==> src/rtl/reg_file_pkg.sv <==
// Shared types and default sizing for the multi-port register file.
package reg_file_pkg;

    typedef enum logic {
        INIT,
        RUN
    } rf_state_t;

    localparam int unsigned RF_DW  = 8;
    localparam int unsigned RF_PW  = 4;
    localparam int unsigned RF_NRD = 2;

    typedef logic [RF_DW-1:0] rf_word_t;

endpackage

==> src/rtl/reg_file_init_seq.sv <==
// Post-reset zero-fill sequencer: sweeps every entry once, then raises ready.
module reg_file_init_seq
    import reg_file_pkg::*;
#(
    parameter int unsigned PW = RF_PW
) (
    input  logic          clk,
    input  logic          reset,
    output logic          init_we,
    output logic [PW-1:0] init_addr,
    output logic          ready
);

    localparam int unsigned DEPTH = 2 ** PW;

    rf_state_t     state_q, state_d;
    logic [PW:0]   ptr_q, ptr_d;

    always_ff @(posedge clk) begin
        if (reset) begin
            state_q <= INIT;
            ptr_q   <= '0;
        end else begin
            state_q <= state_d;
            ptr_q   <= ptr_d;
        end
    end

    always_comb begin
        state_d   = state_q;
        ptr_d     = ptr_q;
        init_we   = 1'b0;
        init_addr = ptr_q[PW-1:0];
        ready     = 1'b0;
        case (state_q)
            INIT: begin
                init_we = 1'b1;
                ptr_d   = ptr_q + 1'b1;
                if (ptr_q == (PW+1)'(DEPTH - 1)) begin
                    state_d = RUN;
                end
            end
            RUN: begin
                ready = 1'b1;
            end
            default: begin
                state_d = INIT;
            end
        endcase
    end

endmodule

==> src/rtl/reg_file_mp.sv <==
// Parametrised register file: one write port, NRD combinational read ports,
// a fixed tap register, optional write-through bypass and a zero-fill after reset.
module reg_file_mp
    import reg_file_pkg::*;
#(
    parameter int unsigned DW     = RF_DW,
    parameter int unsigned PW     = RF_PW,
    parameter int unsigned NRD    = RF_NRD,
    parameter int unsigned TAP    = (2 ** PW) - 1,
    parameter int unsigned BYPASS = 1
) (
    input  logic                    clk,
    input  logic                    reset,
    input  logic                    wr_en,
    input  logic [PW-1:0]           wr_addr,
    input  logic [DW-1:0]           dat_in,
    input  logic [NRD-1:0][PW-1:0]  rd_addr,
    output logic [NRD-1:0][DW-1:0]  dat_out,
    output logic [DW-1:0]           tap_out,
    output logic                    ready
);

    localparam int unsigned   DEPTH = 2 ** PW;
    localparam logic [PW-1:0] TAP_A = PW'(TAP);

    logic          init_we;
    logic [PW-1:0] init_addr;
    logic          we;
    logic [PW-1:0] waddr;
    logic [DW-1:0] wdata;
    logic          byp_ok;
    logic [DW-1:0] core [DEPTH];

    reg_file_init_seq #(
        .PW (PW)
    ) u_init (
        .clk       (clk),
        .reset     (reset),
        .init_we   (init_we),
        .init_addr (init_addr),
        .ready     (ready)
    );

    // Single write port: the sweep owns it until ready, the user afterwards.
    always_comb begin
        we    = init_we;
        waddr = init_addr;
        wdata = '0;
        if (ready) begin
            we    = wr_en;
            waddr = wr_addr;
            wdata = dat_in;
        end
    end

    always_ff @(posedge clk) begin
        if (we) begin
            core[waddr] <= wdata;
        end
    end

    assign byp_ok = (BYPASS != 0) && wr_en;

    for (genvar i = 0; i < NRD; i++) begin : g_rd
        assign dat_out[i] = !ready ? '0 :
                            (byp_ok && (rd_addr[i] == wr_addr)) ? dat_in :
                            core[rd_addr[i]];
    end

    assign tap_out = !ready ? '0 :
                     (byp_ok && (wr_addr == TAP_A)) ? dat_in :
                     core[TAP_A];

endmodule

==> config.mk <==
export PLATFORM = sky130hd
export DESIGN_NAME = reg_file_mp
export DESIGN_NICKNAME = d
export VERILOG_FILES = /design/src/rtl/reg_file_pkg.sv /design/src/rtl/reg_file_init_seq.sv /design/src/rtl/reg_file_mp.sv
export SDC_FILE = /design/constraint.sdc
export NUM_CORES = 1
export LEC_CHECK = 0
export CAP_MARGIN = 25
export CELL_PAD_IN_SITES_DETAIL_PLACEMENT = 0
export CELL_PAD_IN_SITES_GLOBAL_PLACEMENT = 1
export CORE_MARGIN = 4
export CORE_UTILIZATION = 50
export DETAILED_ROUTE_END_ITERATION = 8
export PLACE_DENSITY = 0.79
export SYNTH_ARGS = -nofsm -noshare
export SYNTH_HDL_FRONTEND = slang
export SYNTH_SLANG_ARGS = --single-unit
==> constraint.sdc <==
create_clock -name clk -period 4 [get_ports clk]
set_input_delay 1.2 -clock clk [delete_from_list [all_inputs] [get_ports clk]]
set_output_delay 1.2 -clock clk [all_outputs]
set_load 0.1 [all_outputs]
## Word level (Yosys, flattened, before mapping)

Memory sizes are Yosys's and may differ from the RTL's.
Cells that the tools add are included.

- Register bits after elaboration: 6
- Memory bits (writable): 128
- Bits of input ports: 23
- Output and inout port bits: 25
- Logic and storage cells: 26
- Memories: 1

- $add $sub $neg: 1
- Equal/unequal tests: 4
- Multiplexer cells: 15
- Reduce and logical (&&, ||, !) cells: 3

Memory list:

| memory | depth | width | read ports | clocked after memory_dff | wr ports | RTL line | source |
|---|---|---|---|---|---|---|---|
| core | 16 | 8 | 3 | 0 | 1 | reg_file_mp.sv:32 | `logic [DW-1:0] core [DEPTH];` |

Operator list:

| kind | number |
|---|---|
| two-way mux 8 bit | 7 |
| == test 4 bit | 2 |
| two-way mux 1 bit | 7 |
| adder 5 x 1 -> 5 bit (second input constant) | 1 |
| == test 5 x 4 -> 1 bit (second input constant) | 1 |
| == test 4 bit (second input constant) | 1 |
| two-way mux 4 bit | 1 |
| logical AND 1 bit | 3 |

## Depth between registers and ports, before layout

Gate-level depths: netlist (run 1).

- Word-level depth: 4
- Depth in mapped cells: 6
- Mapped depth without buffers: 6

## Modules after synthesis

From an unflattened synthesis (run 1), not the netlist that was laid out.

- Cells, all modules: 408
- Area, all modules: 6817.8 um^2

By module, submodules not included:

| module | times used | cells an instance | area an instance (um^2) | seq. area each (um^2) |
|---|---|---|---|---|
| reg_file_mp | 1 | 377 | 6513.7 | 3843.7 |
| reg_file_init_seq | 1 | 31 | 304.0 | 120.1 |

## Worst setup path after synthesis (run 1)

Ideal clock, no wire load.

- Kind: input to output
- Start point: in rd_addr[3] (netlist name)
- End point: out dat_out[6] (netlist name)
- Data arrival time: 3468 ps
- Required time: 2800 ps
- Slack: -668 ps
- Stages: 6
- Buffers on the path: 2
- Cells stage by stage: clkbuf_1 buf_2 mux4_2 a22o_1 nor2_1 o22ai_1

RTL lines:

| element | RTL line | source |
|---|---|---|
| start: declaration | reg_file_mp.sv:17 | `input logic [NRD-1:0][PW-1:0] rd_addr,` |
| end: declaration | reg_file_mp.sv:18 | `output logic [NRD-1:0][DW-1:0] dat_out,` |

==> qor.csv, run 1 <==
metric,value,unit
grt_antenna_before_repair,0,
synthMostInstantiatedCell,edfxtp_1,
die-area,15270,um2
hold_path_class,reg -> reg,
antenna_cells,0,
ir_drop,0.3053,mV
vias_per_cell,6.490,
syn_inst,408,
synth_edf_count,128,
tns,0,ns
yosys_warnings,0,
rsz0062_at_grt,yes,
crit_top_cell,buf_12,
final_area,9091,um2
postPlaceCellArea,8135,um2
cts.clk_slew.worst_paths,0.05,ns
avgSynthCellArea,16.37,um2
critPathKind,in -> out,
cp_max_fo,6,
wl_per_cell,27.30,um
cp_data_arrival_time,2.79,ns
clockBufferDepth,2,
grt_pass1_wl,28.57,mm
die_y,123.6,um
ys_ff_latch,134,
status,completed,
critPathBufInv,4,
fillers,837,
worst_pin_slew,0.8045,ns
synthToLayoutAreaGrowth,36.09,%
cp_top_family,buffers and inverters,
hold_viol_final,0,
placed_cells,657,
p_total,3404,uW
io_pins,48,
netlist-cell-type-count,30,
final_cells,706,
required,2.80,ns
cts_buffers,17,
max_freq,0.2509,GHz
grt_max_degree,30,
synthTopCellsByArea,"edfxtp_1 58%, mux4_2 22%, a22o_1 4.2%",
cts_hold_buf,0,
startpoint_type,input port,
synth_top_cell_by_area,edfxtp_1,
period_minus_slack,3.986,ns
maxCapViolCount,0,
final_max_slew_viol_count,0,
slowest_stage,mux4_2,
yosysTopAreaCellShare,57.54,%
drcViolationCount,0,
asyncSetResetFlopFracSynth,0,%
synth_common_cells,"128 x edfxtp_1, 64 x mux4_2, 54 x nor2_1, 32 x a22o_1, 16 x o22ai_1",
start_util,52.09,%
grt_usage,26.80,%
root_buffer,clkbuf_16,
grt_pass1_vias,4661,
postRouteAntennaNets,0,
grt_overflow,0,
maxSlewHeadroom,46.17,%
drt_pass1_iterations,5,
min_period_over_period,99.65,%
cts_max_level,4,
drt_iter0_drc,548,
syn_nets,433,
power.leakage,0.003319,uW
timing.hold.ws,0.4910,ns
p_per_area,374.4,nW/um2
skew,0.007207,ns
vias,4582,
place_congestion,0.8973,
fin_nets,548,
routed_wl,19.28,mm
slowest_delay,0.50,ns
cts.sinks,134,
endpoint_kind,primary output,
syn_area,6680,um2
final_layout_size_suffix_gt1_share,44.94,%
die_w,123.6,um
setup_viol,0,
ys_seq_area_share,59.34,%
synth_flop_cell,edfxtp_1,
clk_latency,0.43,ns
placementRows,41,
cts_tree,built,
coreArea,12820,um2
portBuffers,47,
worstPathCellList,buf_12 -> buf_12 -> buf_12 -> mux4_2 -> a22o_1 -> nor2_2 -> o22ai_4 -> buf_12,
hpwl,12.51,mm
==> cells by family (layout without fill, tap and decap cells) <==
group | Yosys count | in the layout | synth area share, %
fa+ha+maj | 2 | 2 | 0.3745
compound gates | 63 | 63 | 7.230
simple gates | 84 | 84 | 5.450
mux | 73 | 73 | 22.93
xor+xnor | 11 | 11 | 1.442
flops | 134 | 134 | 59.34
buf+inv | 41 | 167 | 3.240
==> cell usage in the layout, fill, tap and decap left out, types with 10 or more instances in the layout <==
master,count
edfxtp_1,128
mux4_2,64
buf_4,60
nor2_1,36
buf_12,36
a22o_1,31
clkbuf_16,17
inv_1,12
nor2_2,10
==> through the flow <==
stage,worst slack [ns],utilization (%)
5_1_grt,-0.01394,70.89
4_1_cts,0.002956,70.41
2_1_floorplan,-0.1867,-
3_3_place_gp,-0.3045,63.43
3_5_place_dp,-0.3288,63.43
6_report,0.01409,70.89
==> routing by layer <==
layer / vias up / GRT usage, % / wire (um)
met5: - / 0 / 0
met3: 43 / 7.130 / 1856
met2: 292 / 44.24 / 9789
met4: 0 / 9.689 / 572
met1: 2336 / 34.45 / 7059
li1: 1911 / - / -
==> area by class of cell <==
type / count / area, um2 / share of cell area (%)
clock buffers: 19 / 432.9 / 4.762
well taps: 172 / 215.2 / 2.367
multi-input cells: 233 / 2789 / 30.68
flip-flops and latches: 134 / 3964 / 43.60
inverters: 12 / 45.04 / 0.4955
clock inverters: 11 / 111.4 / 1.225
repair buffers: 125 / 1534 / 16.87
==> registers in the layout, summed over array words and instances, names as in the netlist <==
name and cells:
u_init.ptr_q 5, core 128, u_init.state_q 1
==> where the power goes <==
part / switching (uW) / leakage (uW) / internal, uW / total, uW
Combinational: 182 / 0.00175 / 198 / 380
Clock: 557 / 0.000263 / 898 / 1460
Sequential: 17.0 / 0.00131 / 1550 / 1570
==> worst reg2reg max path, delay by kind of cell, from the launching register on <==
kind	cells	cell delay (ns)
simple gates	1	0.66
buf+inv	3	0.57
compound gates	1	0.23
flops	1	0.29
==> final timing paths <==
check / startpoint / slack, ns / endpoint / cells past startpoint
worst max-delay path: rd_addr[0] / 0.01 / dat_out[4] / 8
worst min-delay path: u_init.ptr_q[4] / 0.49 / u_init.ptr_q[4] / 2
worst max register to register: u_init.state_q / 1.86 / core[15][6] / 5
worst min register to register: u_init.ptr_q[4] / 0.49 / u_init.ptr_q[4] / 2
==> timing repair <==
item	in CTS	in global routing
setup endpoints to repair	24	18
gates resized for setup	52	10
gates cloned	4	0
setup buffers	13	2
endpoints found under the hold margin	0	0
pin swaps	6	8
Power figures use the tool's default switching activity.
==> run 2, diff against run 1 <==
--- a/config.mk
+++ b/config.mk
@@ -8,6 +8,7 @@
 export CAP_MARGIN = 25
 export CELL_PAD_IN_SITES_DETAIL_PLACEMENT = 0
 export CELL_PAD_IN_SITES_GLOBAL_PLACEMENT = 1
+export CORE_ASPECT_RATIO = 0.8
 export CORE_MARGIN = 4
 export CORE_UTILIZATION = 50
 export DETAILED_ROUTE_END_ITERATION = 8
==> run 2 against run 1 <==
Clock power is 4% higher. Cell count decreased by 1.7%. Highest routed layer unchanged. Critical path type unchanged. Sequential power about the same. Die area hardly changed. Critical path depth did not move. Combinational power down 4%. Maximum frequency about the same. Flip-flop and latch count stayed put. Design area down 1.0%. Register-to-register slack worse by 0.03 ns. Largest cell class unchanged. First-iteration DRC count fell by 14%. Utilization is 1.5 points lower.
==> qor.csv, run 2 (synthesis gave the netlist of run 1 again) <==
metric,value,unit
cts_tree,built,
drt_iter0_drc,474,
fin_util,69.42,%
die-area,15290,um2
period_minus_slack,3.988,ns
final_cell_mix,"128 x edfxtp_1, 64 x mux4_2, 43 x buf_4",
slowest_delay,0.30,ns
hold_path_class,reg -> reg,
timing.hold.ws,0.5124,ns
wl_per_cell,27.93,um
drt_pass1_iterations,5,
fin_nets,531,
required,2.80,ns
maxSlewHeadroom,62.46,%
power.leakage,0.003260,uW
status,completed,
die_y,111.4,um
hpwl,13.06,mm
slowest_stage,a31o_2,
cp_top_family,buffers and inverters,
clockBufferDepth,2,
vias,4558,
reg_top3,"core (128), u_init.ptr_q (5), u_init.state_q (1)",
cp_data_arrival_time,2.79,ns
place_congestion,0.8272,
cts.clk_slew.worst_paths,0.06,ns
skew,0.009202,ns
cp_max_fo,13,
final_max_slew_viol_count,0,
ir_drop,0.3185,mV
postRouteAntennaNets,0,
antenna_cells,0,
pre_cts_ws,-0.3227,ns
synthToLayoutAreaGrowth,34.71,%
grt_max_degree,20,
grt_overflow,0,
start_util,51.53,%
setup_viol,0,
final_layout_size_suffix_gt1_share,43.35,%
die_w,137.2,um
fin_ws,0.01188,ns
vias_per_cell,6.568,
cts.sinks,134,
worst_pin_slew,0.5625,ns
fillers,857,
io_pins,48,
coreArea,12960,um2
drcViolationCount,0,
largest_register_ffs,128,
critPathKind,in -> out,
clk_latency,0.42,ns
grt_usage,25.98,%
grt_pass1_wl,28.27,mm
max_freq,0.2507,GHz
grt_pass1_vias,4528,
p_per_area,384.0,nW/um2
portBuffers,47,
cts_max_level,4,
min_period_over_period,99.70,%
crit_top_cell,buf_12,
endpoint_kind,primary output,
top_register,core,
tns,0,ns
placementRows,37,
grt_antenna_before_repair,0,
root_buffer,clkbuf_16,
hold_viol_final,0,
maxCapViolCount,0,
startpoint_type,input port,
critPathBufInv,4,
routed_wl,19.38,mm
cts_buffers,17,
worstPathCellList,buf_2 -> buf_12 -> xor2_1 -> nor3_2 -> a31o_2 -> buf_12 -> o22ai_2 -> buf_12,
layout_commonest_cell,edfxtp_1,
[run 2: changes by cell type in the layout (fill, tap and decap cells not counted), moves of 2 or more]
cell,before,now
nor2_1,36,34
clkinv_2,4,1
clkinv_4,1,3
buf_4,60,43
inv_6,0,3
nor2_2,10,13
clkbuf_16,17,20
clkinvlp_4,2,4
[run 2: path summary, 6_finish.rpt]
check                                      from  cells after the start  slack, ns               to
worst max-delay path                 rd_addr[7]                      8       0.01      dat_out[15]
worst min register to register  u_init.ptr_q[4]                      2       0.51  u_init.ptr_q[4]
worst max register to register   u_init.state_q                      6       1.83      core[14][7]
worst min-delay path            u_init.ptr_q[4]                      2       0.51  u_init.ptr_q[4]
[run 2: per-stage QoR]
stage                     total power (uW)  std cells  area, um2
after floorplan                       1788        408       6838
after global placement                1907        653       8099
after detailed placement              1915        653       8099
after CTS                             3442        688       8823
after global routing                  3561        694       8999
final                                 3456        694       8999
[run 2: worst reg2reg max path: cells and delay by family, from the launching register on]
family,cells,cell delay [ns]
AO/OA/AOI/OAI,1,0.22
AND/OR/NAND/NOR,2,0.41
buffers and inverters,3,0.61
flip-flops,1,0.62
[run 2: layout make-up]
class                      instances  area, um2  area share [%]
clock buffer                      18      429.2           4.769
clock inverter                    14      151.4           1.682
inverter                          12      45.04          0.5006
multi-input combinational        233       2763           30.70
sequential                       134       3964           44.05
tap                              175      219.0           2.433
timing repair buffer             108       1428           15.86
[run 2: power breakdown]
group	internal, uW	leakage, uW	switching, uW
Clock	921	0.000271	603
Sequential	1550	0.00131	15.6
Combinational	185	0.00168	181
Total	2660	0.00326	800
[run 2: per-layer routing]
layer	up-vias	wire length [um]	track usage, %
li1	1883	-	-
met1	2351	7590	35.68
met2	288	9420	40.08
met3	36	1896	7.814
met4	0	476	8.577
met5	-	0	0
[run 2: what timing repair did]
action,4_1_cts,5_1_grt
gates cloned,3,3
setup endpoints to repair,23,16
pin swaps,2,6
hold buffers,0,0
setup buffers,0,3
resized for setup,30,21
